==> src/rtl/seq_det_multi_pkg.sv <==
// Shared types and default constants for the multi-channel
// serial pattern detector.
package seq_det_multi_pkg;

   typedef enum logic {
      ST_OK    = 1'b0,
      ST_ERROR = 1'b1
   } chan_state_e;

   localparam int unsigned DEF_CH      = 4;
   localparam int unsigned DEF_PAT_LEN = 2;
   localparam logic [1:0]  DEF_PATTERN = 2'b10;
   localparam bit          DEF_OVERLAP = 1'b1;
   localparam int unsigned DEF_MAX_RUN = 3;
   localparam int unsigned DEF_CW      = 8;

   // MAX_RUN is at most 255, so the run counter never needs more
   localparam int unsigned RUN_W = 8;

endpackage

==> src/rtl/seq_det_chan.sv <==
// One detector channel: pattern history, run-length guard,
// OK/ERROR state and saturating match counter.
module seq_det_chan
   import seq_det_multi_pkg::*;
#(
   parameter int unsigned          PAT_LEN = DEF_PAT_LEN,
   parameter logic [PAT_LEN-1:0]   PATTERN = DEF_PATTERN,
   parameter bit                   OVERLAP = DEF_OVERLAP,
   parameter int unsigned          MAX_RUN = DEF_MAX_RUN,
   parameter int unsigned          CW      = DEF_CW
) (
   input  logic          i_clk,
   input  logic          i_rst_n,
   input  logic          i_en,
   input  logic          i_clr,
   input  logic          i_a,
   output logic          o_y,
   output logic          o_err,
   output logic [CW-1:0] o_cnt
);

   localparam int unsigned FW = $clog2(PAT_LEN);
   localparam logic [FW-1:0] FILL_FULL = FW'(PAT_LEN - 1);
   localparam logic [RUN_W-1:0] RUN_MAX = RUN_W'(MAX_RUN);

   chan_state_e          r_state;
   chan_state_e          w_state_nx;
   logic [PAT_LEN-2:0]   r_hist;
   logic [PAT_LEN-2:0]   w_hist_nx;
   logic [FW-1:0]        r_fill;
   logic [FW-1:0]        w_fill_nx;
   logic [RUN_W-1:0]     r_run;
   logic [RUN_W-1:0]     w_run_nx;
   logic [CW-1:0]        r_cnt;
   logic [CW-1:0]        w_cnt_nx;
   logic [PAT_LEN-1:0]   w_win;
   logic                 w_live;
   logic                 w_run_err;
   logic                 w_match;

   // Oldest history bit sits at the MSB, the live input at the LSB
   assign w_win     = {r_hist, i_a};
   assign w_live    = i_en & ~i_clr & (r_state == ST_OK);
   assign w_run_err = w_live & i_a & (r_run == RUN_MAX);
   assign w_match   = w_live & ~w_run_err & (r_fill == FILL_FULL)
                    & (w_win == PATTERN);

   assign o_y   = w_match;
   assign o_err = (r_state == ST_ERROR);
   assign o_cnt = r_cnt;

   // State register for FSM, history, run and counter
   always_ff @(posedge i_clk or negedge i_rst_n) begin
      if (!i_rst_n) begin
         r_state <= ST_OK;
         r_hist  <= '0;
         r_fill  <= '0;
         r_run   <= '0;
         r_cnt   <= '0;
      end else begin
         r_state <= w_state_nx;
         r_hist  <= w_hist_nx;
         r_fill  <= w_fill_nx;
         r_run   <= w_run_nx;
         r_cnt   <= w_cnt_nx;
      end
   end

   // Next-state: clear wins, run error freezes, else shift and count
   always_comb begin
      w_state_nx = r_state;
      w_hist_nx  = r_hist;
      w_fill_nx  = r_fill;
      w_run_nx   = r_run;
      w_cnt_nx   = r_cnt;
      if (i_clr) begin
         w_state_nx = ST_OK;
         w_hist_nx  = '0;
         w_fill_nx  = '0;
         w_run_nx   = '0;
         w_cnt_nx   = '0;
      end else if (w_run_err) begin
         w_state_nx = ST_ERROR;
      end else if (w_live) begin
         w_run_nx = i_a ? (r_run + RUN_W'(1)) : '0;
         if (w_match && !OVERLAP) begin
            w_fill_nx = '0;
         end else begin
            w_hist_nx = w_win[PAT_LEN-2:0];
            if (r_fill != FILL_FULL)
               w_fill_nx = r_fill + FW'(1);
         end
         if (w_match && (r_cnt != '1))
            w_cnt_nx = r_cnt + CW'(1);
      end
   end

endmodule

==> src/rtl/seq_det_multi.sv <==
// Multi-channel serial pattern detector: CH independent
// seq_det_chan copies with packed count bus.
module seq_det_multi
   import seq_det_multi_pkg::*;
#(
   parameter int unsigned          CH      = DEF_CH,
   parameter int unsigned          PAT_LEN = DEF_PAT_LEN,
   parameter logic [PAT_LEN-1:0]   PATTERN = DEF_PATTERN,
   parameter bit                   OVERLAP = DEF_OVERLAP,
   parameter int unsigned          MAX_RUN = DEF_MAX_RUN,
   parameter int unsigned          CW      = DEF_CW
) (
   input  logic             clk,
   input  logic             rst_n,
   input  logic             en,
   input  logic             clr,
   input  logic [CH-1:0]    a,
   output logic [CH-1:0]    y,
   output logic [CH-1:0]    err,
   output logic [CH*CW-1:0] cnt
);

   for (genvar gi = 0; gi < CH; gi++) begin : g_ch
      seq_det_chan #(
         .PAT_LEN (PAT_LEN),
         .PATTERN (PATTERN),
         .OVERLAP (OVERLAP),
         .MAX_RUN (MAX_RUN),
         .CW      (CW)
      ) u_chan (
         .i_clk   (clk),
         .i_rst_n (rst_n),
         .i_en    (en),
         .i_clr   (clr),
         .i_a     (a[gi]),
         .o_y     (y[gi]),
         .o_err   (err[gi]),
         .o_cnt   (cnt[gi*CW +: CW])
      );
   end

endmodule

==> config.mk <==
export PLATFORM = sky130hd
export DESIGN_NAME = seq_det_multi
export DESIGN_NICKNAME = d
export VERILOG_FILES = /design/src/rtl/seq_det_multi_pkg.sv /design/src/rtl/seq_det_chan.sv /design/src/rtl/seq_det_multi.sv
export SDC_FILE = /design/constraint.sdc
export NUM_CORES = 1
export LEC_CHECK = 0
export CAP_MARGIN = 20
export CORE_MARGIN = 8
export CORE_UTILIZATION = 42
export CTS_CLUSTER_SIZE = 10
export DETAILED_ROUTE_END_ITERATION = 10
export PLACE_DENSITY = 0.65
export SLEW_MARGIN = 20
export SYNTH_ARGS = -nofsm -noshare
export SYNTH_HDL_FRONTEND = slang
export SYNTH_SLANG_ARGS = --single-unit
==> constraint.sdc <==
create_clock -name clk -period 1.94 [get_ports clk]
set_input_delay 0.291 -clock clk [delete_from_list [all_inputs] [get_ports clk]]
set_output_delay 0.291 -clock clk [all_outputs]
set_load 0.02 [all_outputs]
==> results_dict.tcl, run 1 <==
set metrics [dict create \
    place_area_um2 5090 \
    dp_worst_setup_slack_ps -716 \
    timing_worst_slew_pin_value_ps 715 \
    cts_made_buffers 9 \
    setup_violations 1 \
    layout_common_cells "76 x dfrtp_1, 61 x buf_4, 40 x clkdlybuf4s50_1" \
    finalCriticalPeriod_ps 1990 \
    start_util 0.425 \
    async_reset_ff_frac 1.00 \
    ys_warn_count 0 \
    power_density_nw_per_um2 577 \
    route.detailed.drc 0 \
    htree_levels 3 \
    grt_max_degree 32 \
    outcome "finished with violations" \
    cts_buffer_depth 2 \
    syn-cell-area_um2 4080 \
    coreArea_um2 9590 \
    final.period_utilization 1.02 \
    gp_congestion 0.840 \
    met2_usage 0.260 \
    reg2reg_setup_slack_ps 40 \
    irDropWorstVdd_mv 0.314 \
    seq_area_frac_synth 0.467 \
    rows 36 \
    p_leak_uw 0.00245 \
    worstSetupStartpointType "register" \
    postLayoutSetupSlackWorst_ps -46.8 \
    num-fill-cells 849 \
    ys_types 63 \
    grt_antenna_before_repair 0 \
    fin_util 0.567 \
    vias_per_cell 5.58 \
    place_hpwl_um 7140 \
    drv_cap 0 \
    relSlewSlack 0.520 \
    ant_nets 0 \
    first_iter_violations 153 \
    diodes 0 \
    cts_tree "done" \
    die_height_um 115 \
    clock_latency_ps 350 \
    cts_root_buf "clkbuf_8" \
    clock_sinks 76 \
    power_uw 3140 \
    fin_skew_ps 9.24 \
    crit_path_end_kind "primary output" \
    critical_path_peak_fanout 2 \
    die_x_um 115 \
    grt_pass1_wl_um 16900 \
    hp-class "in -> reg" \
    slew_violations 0 \
    die_area_um2 13100 \
    syn_to_final_growth_pct 33.5 \
    fmax_ghz 0.503 \
    final_nets 541 \
    use_met1 0.198 \
    avgSynthCellArea_um2 9.70 \
    synth-edff-count 0 \
    final_common_cell "dfrtp_1" \
    grt_setup_unrepaired "true" \
    failed_checks "setup timing" \
    synth_nets 436 \
    design_area_um2 5440 \
    whs_ps 370 \
    drt_wl_total_um 10100 \
    synth-seq-cells 76 \
    ys.flop_type "dfrtp_1" \
    drive_gt1_frac 0.212 \
    grt_overflow_total 0 \
    vias 3697 \
    netlist_instances 420 \
    gr-max-usage-layer "met2" \
    critPathKind "reg -> out" \
    cp.arrival_ps 1700 \
    cp.required_ps 1650 \
    hold_violations 0 \
    drtPass1Iterations 4 \
    wire_per_inst_um 15.2 \
    grt_usage 0.159 \
    grt_pass1_vias 3560 \
    portBuffers 47 \
    clkTransAtPathRegs_ps 80 \
    pin_count 48 \
    use_met3 0.0295 \
]
-- worst max-delay path: stages (launching register included) --
cell	delay, ps
dfrtp_1	380
or3b_1	400
or3_4	370
inv_2	90
buf_6	110
-- cells by family after synthesis --
group	after synthesis	share of synthesized area
buf+inv	28	0.0338
compound gates	101	0.169
fa+ha+maj	8	0.0246
simple gates	187	0.258
flops	76	0.467
xor+xnor	10	0.0215
mux	10	0.0261
-- area by class of cell --
cell class                      instances  area (um2)  share of cell area
Clock buffer                           10         128              0.0235
Clock inverter                          5        77.6              0.0143
Inverter                               11        41.3             0.00759
Multi-Input combinational cell        316        2160               0.398
Sequential cell                        76        1900               0.350
Tap cell                              133         166              0.0306
Timing Repair Buffer                  111         961               0.177
-- metrics by stage --
step,instances,setup TNS (ps)
6_report,662,-46.8
5_1_grt,662,-169
4_1_cts,661,-31.2
3_5_place_dp,645,-16710
3_3_place_gp,645,-15220
2_1_floorplan,420,0
-- flip-flops by register name (all words and copies together) (netlist names) --
signal,flops
g_ch.u_chan.r_hist,4
g_ch.u_chan.o_err,4
g_ch.u_chan.r_run,32
g_ch.u_chan.o_cnt,32
g_ch.u_chan.r_fill,4
-- final timing paths --
| check | from | endpoint | depth (start not counted) |
|---|---|---|---|
| max in group asynchronous | rst_n | g_ch[2].u_chan.r_run[2] | 3 |
| min in group asynchronous | rst_n | g_ch[0].u_chan.o_cnt[5] | 2 |
| min reg2reg | g_ch[0].u_chan.r_hist | g_ch[0].u_chan.r_hist | 1 |
| max | g_ch[1].u_chan.o_err | y[1] | 4 |
| max reg2reg | g_ch[0].u_chan.r_run[3] | g_ch[0].u_chan.r_run[0] | 4 |
| min | clr | g_ch[0].u_chan.o_cnt[4] | 3 |
-- report_power, final --
part           switching (uW)  internal [uW]
Combinational             136            105
Clock                     570            714
Sequential               14.5           1600
-- synthesized netlist by cell type (all sizes together) (2+ instances only) --
cell      n  share of area
and3     13          0.020
nor4      3         0.0046
inv      11          0.010
nand4bb   2         0.0055
nor3     14          0.017
nor4b     4         0.0086
o21ai    19          0.023
nor2     29          0.027
a21oi    27          0.033
o311ai    3         0.0083
or3b      2         0.0043
a22o      4         0.0086
xnor2     3         0.0064
a31oi     5         0.0077
nor3b     2         0.0037
a211oi    3         0.0055
nand3b    3         0.0055
xor2      7          0.015
dfrtp    76           0.47
o211ai    3         0.0055
o31ai     7          0.013
nand2    30          0.028
ha        8          0.025
or4       7          0.013
clkbuf    4         0.0037
or3      15          0.023
buf      13          0.020
nand3    25          0.031
or2       3         0.0046
nand2b    4         0.0061
mux2i     5          0.012
a211o     8          0.017
and2      4         0.0061
and4      4         0.0086
a21o      8          0.015
nor2b     6         0.0092
nand4    11          0.017
mux2      5          0.014
-- layer usage --
layer  vias up  part of all wire
li1       1791                 -
met1      1823              0.46
met2        68              0.48
met3        15             0.039
met4         0             0.019
met5         -                 0
-- repair_timing --
action	4_1_cts	5_1_grt
resized for setup	26	16
buffers inserted	0	1
setup endpoints to repair	22	26
pin swaps	5	8
hold buffers	1	0
endpoints found under the hold margin	28	0
Power figures use the tool's default switching activity.
==> run 2, diff against run 1 <==
SKIP_LAST_GASP = 1   (was not set)
==> results_dict.tcl, run 2 (same netlist as run 1, synthesis figures left out) <==
set metrics [dict create \
    final_nets 541 \
    coreArea_um2 9590 \
    clock_sinks 76 \
    hold-path-endpoint "g_ch[0].u_chan.o_cnt[4]" \
    die_x_um 115 \
    wire_per_inst_um 15.1 \
    worstSetupStartpointType "register" \
    die_area_um2 13100 \
    drive_gt1_frac 0.210 \
    grt_usage 0.159 \
    relSlewSlack 0.551 \
    drt_wl_total_um 10000 \
    failed_checks "setup timing" \
    cts_made_buffers 9 \
    cts_root_buf "clkbuf_8" \
    route.detailed.drc 0 \
    dp_worst_setup_slack_ps -716 \
    path_depth 4 \
    fin_skew_ps 9.22 \
    outcome "finished with violations" \
    reg2reg_from "g_ch[1].u_chan.o_err" \
    critPathBufInv 2 \
    final.period_utilization 1.02 \
    first_iter_violations 147 \
    reg2reg_to "g_ch[1].u_chan.o_cnt[3]" \
    cts_tree "done" \
    clkTransAtPathRegs_ps 80 \
    cpPeakStageDelay_ps 400 \
    p_leak_uw 0.00245 \
    vias 3675 \
    place_area_um2 5090 \
    multi_input_area_um2 2160 \
    grt_max_degree 32 \
    grt_pass1_vias 3559 \
    layout_common_cells "76 x dfrtp_1, 61 x buf_4, 40 x clkdlybuf4s50_1" \
    htree_levels 3 \
    grt_antenna_before_repair 0 \
    cp.required_ps 1650 \
    power_density_nw_per_um2 578 \
    crit_chain "or3b_1, or3_4, inv_2, buf_6" \
    gp_congestion 0.840 \
    grt_pass1_wl_um 16900 \
    drv_cap 0 \
    reg2reg_depth 5 \
    critPathKind "reg -> out" \
    hold_violations 0 \
    critical_path_peak_fanout 2 \
    rows 36 \
    clock_latency_ps 340 \
    irDropWorstVdd_mv 0.314 \
    crit_family "simple AND/OR/NAND/NOR gates" \
    drtPass1Iterations 4 \
    hp-class "in -> reg" \
    die_height_um 115 \
    grt_setup_unrepaired "true" \
    hp-start "clr" \
    reg2reg_setup_slack_ps 40 \
    postLayoutSetupSlackWorst_ps -45.2 \
    cts_buffer_depth 2 \
    finalCriticalPeriod_ps 1990 \
    fmax_ghz 0.504 \
    setup_violations 1 \
    num-fill-cells 847 \
    pin_count 48 \
    ant_nets 0 \
    grt_overflow_total 0 \
    holdPathStages 3 \
    diodes 0 \
    critPathSlowestCell "or3b_1" \
    timing_worst_slew_pin_value_ps 668 \
    seq_area_um2 1900 \
    vias_per_cell 5.55 \
    crit_path_end_kind "primary output" \
    start_util 0.425 \
    cp.arrival_ps 1690 \
    design_area_um2 5440 \
    portBuffers 47 \
    final_common_cell "dfrtp_1" \
    place_hpwl_um 7140 \
    slew_violations 0 \
    syn_to_final_growth_pct 33.4 \
]
-- run 2: area by class of cell --
class | instances | area share
clock inverters | 5 | 0.0143
clock buffers | 10 | 0.0235
well taps | 133 | 0.0306
flip-flops and latches | 76 | 0.350
repair buffers | 111 | 0.177
inverters | 11 | 0.00760
multi-input cells | 316 | 0.397
-- run 2: worst max path at each step --
stage                                     from                       to
after floorplan           g_ch[1].u_chan.o_err  g_ch[1].u_chan.o_cnt[5]
after global placement                      en                     y[2]
after detailed placement                    en                     y[2]
after CTS                 g_ch[1].u_chan.o_err                     y[1]
after global routing      g_ch[1].u_chan.o_err                     y[1]
final                     g_ch[1].u_chan.o_err                     y[1]
-- run 2: what timing repair did --
action | 4_1_cts | 5_1_grt
hold buffers | 1 | 0
pin swaps | 5 | 7
endpoints found under the setup margin | 22 | 26
gates cloned | 0 | 0
buffers inserted | 0 | 1
hold endpoints to repair | 28 | 0
resized for setup | 25 | 16
-- run 2: worst reg2reg max path, stage by stage (launching register included) --
cell	delay, ps
dfrtp_1	380
or3b_1	400
or3_4	370
buf_6	140
or4_1	410
a21oi_2	120
-- run 2: per-layer routing --
metal / wire length [um] / track usage / part of all wire / vias up
li1: - / - / - / 1787
met2: 4880 / 0.260 / 0.49 / 65
met1: 4570 / 0.198 / 0.46 / 1809
met5: 0 / 0 / 0 / -
met4: 168 / 0.0728 / 0.017 / 0
met3: 413 / 0.0295 / 0.041 / 14
-- run 2: report_power, final --
part	internal [uW]	total (uW)	switching, uW	leakage (uW)
clock	714	1280	569	0.000102
sequential	1600	1620	14.5	0.00105
combinational	105	241	136	0.00130
-- run 2: through the flow --
step | util | instances | hold slack, ps | TNS [ps] | total power, uW
final | 0.567 | 662 | 370 | -45.2 | 3140
after CTS | 0.559 | 661 | 350 | -36.1 | 3180
after detailed placement | 0.531 | 645 | 266 | -16710 | 1870
after global placement | 0.531 | 645 | 269 | -15220 | 1870
after global routing | 0.567 | 662 | 368 | -181 | 3280
after floorplan | - | 420 | -4.59 | 0 | 1740
==> run 3, diff against run 2 <==
--- a/constraint.sdc
+++ b/constraint.sdc
@@ -3,2 +3,2 @@
 set_output_delay 0.291 -clock clk [all_outputs]
-set_load 0.02 [all_outputs]
+set_load 0.05 [all_outputs]
==> results_dict.tcl, run 3 (same netlist as run 1, synthesis figures left out) <==
set metrics [dict create \
    route.detailed.drc 0 \
    relSlewSlack 0.637 \
    power_density_nw_per_um2 604 \
    gr-max-usage-layer "met2" \
    die_x_um 115 \
    whs_ps 259 \
    clkTransAtPathRegs_ps 80 \
    cts_root_buf "clkbuf_8" \
    final_common_cell "dfrtp_1" \
    hp-class "in -> reg" \
    reg2reg_setup_slack_ps -160 \
    met2_usage 0.263 \
    clock_sinks 76 \
    grt_antenna_before_repair 0 \
    pin_count 48 \
    vias_per_cell 5.49 \
    fin_skew_ps 7.97 \
    gp_congestion 0.872 \
    wire_per_inst_um 15.1 \
    clock_latency_ps 360 \
    hp-start "clr" \
    cts_tree "done" \
    ant_nets 0 \
    syn_to_final_growth_pct 35.1 \
    outcome "finished with violations" \
    grt_pass1_vias 3491 \
    grt_usage 0.159 \
    final_nets 539 \
    power_uw 3330 \
    grt_max_degree 39 \
    irDropWorstVdd_mv 0.375 \
    use_met3 0.0332 \
    reg2reg_from "g_ch[1].u_chan.o_err" \
    fmax_ghz 0.476 \
    die_area_um2 13100 \
    place_hpwl_um 7080 \
    setup_violations 3 \
    drt_wl_total_um 9940 \
    num-fill-cells 844 \
    cpPeakStageDelay_ps 390 \
    timing_worst_slew_pin_value_ps 541 \
    drtPass1Iterations 5 \
    fin_tns_setup_ps -416 \
    cts_buffer_depth 2 \
    placed_cells 640 \
    cp.required_ps 1650 \
    rows 36 \
    slew_violations 0 \
    finalCriticalPeriod_ps 2100 \
    postLayoutSetupSlackWorst_ps -162 \
    reg2reg_to "g_ch[1].u_chan.o_cnt[0]" \
    critPathKind "reg -> out" \
    final_cells 660 \
    vias 3622 \
    layout_common_cells "74 x dfrtp_1, 63 x buf_4, 30 x nand2_1" \
    cp.arrival_ps 1810 \
    drive_gt1_frac 0.224 \
    start_util 0.425 \
    holdPathStages 3 \
    coreArea_um2 9590 \
    critical_path_peak_fanout 3 \
    portBuffers 47 \
    fin_util 0.574 \
    htree_levels 3 \
    first_iter_violations 163 \
    critPathSlowestCell "dfrtp_1" \
    worstSetupStartpointType "register" \
    hold-path-endpoint "g_ch[2].u_chan.r_fill" \
    crit_chain "or3b_1, or3_4, buf_6, inv_4, buf_12" \
    final.period_utilization 1.08 \
    drv_cap 0 \
    crit_path_end_kind "primary output" \
    failed_checks "setup timing" \
    reg2reg_depth 7 \
    die_height_um 115 \
    grt_overflow_total 0 \
    hold_violations 0 \
    use_met1 0.195 \
    cts_made_buffers 9 \
    grt_pass1_wl_um 16900 \
    grt_setup_unrepaired "true" \
    diodes 0 \
    p_leak_uw 0.00272 \
]
## run 3: cell count changes in the layout (fill, tap and decap cells not counted), sizes merged
| cell | before | now |
|---|---|---|
| buf | 67 | 72 |
| clkinv | 2 | 0 |
| dlygate4sd2 | 2 | 13 |
| clkdlybuf4s50 | 40 | 13 |
| bufinv | 2 | 3 |
| dlymetal6s2s | 0 | 10 |
## run 3: final cells by class
class	instances	area (um2)	area share
Clock buffer	11	141	0.0257
Clock inverter	4	97.6	0.0177
Inverter	11	43.8	0.00796
Multi-Input combinational cell	316	2150	0.391
Sequential cell	76	1900	0.346
Tap cell	133	166	0.0302
Timing Repair Buffer	109	1000	0.182
## run 3: critical path: cells and delay by family, from the launching register on
kind                   cells  cell delay, ps
buffers and inverters      3             320
DFF                        1             390
and+or+nand+nor            2             740
## run 3: how the worst max path moves through the flow
stage / start / endpoint / slack [ps] / depth (start not counted)
global placement: en / g_ch[2].u_chan.o_cnt[0] / -410 / 6
detailed placement: en / g_ch[2].u_chan.o_cnt[2] / -550 / 6
floorplan: g_ch[1].u_chan.o_err / g_ch[1].u_chan.o_cnt[5] / 0.1 / 5
CTS: g_ch[1].u_chan.o_err / y[1] / -180 / 5
finish: g_ch[1].u_chan.o_err / y[1] / -160 / 5
global route: g_ch[1].u_chan.o_err / y[1] / -220 / 5
## run 3: power by group
part	switching, uW	leakage, uW	internal [uW]
Sequential	13.8	0.00105	1600
Combinational	135	0.00156	104
Clock	589	0.000116	883
## run 3: per-stage QoR
| step | cell area [um2] | setup slack, ps |
|---|---|---|
| floorplan | 4080 | 0.128 |
| global placement | 5100 | -413 |
| detailed placement | 5100 | -547 |
| CTS | 5400 | -180 |
| global route | 5500 | -223 |
| finish | 5500 | -162 |
## run 3: timing repair
action	4_1_cts	5_1_grt
setup buffers	2	2
pin swaps	3	7
hold buffers	1	0
endpoints found under the hold margin	36	0
setup endpoints to repair	29	35
resized for setup	26	21
## run 3: metal layers
metal,routed length [um],share of wire
met3,346,0.035
met1,4630,0.47
met4,203,0.020
met5,0,0
met2,4760,0.48
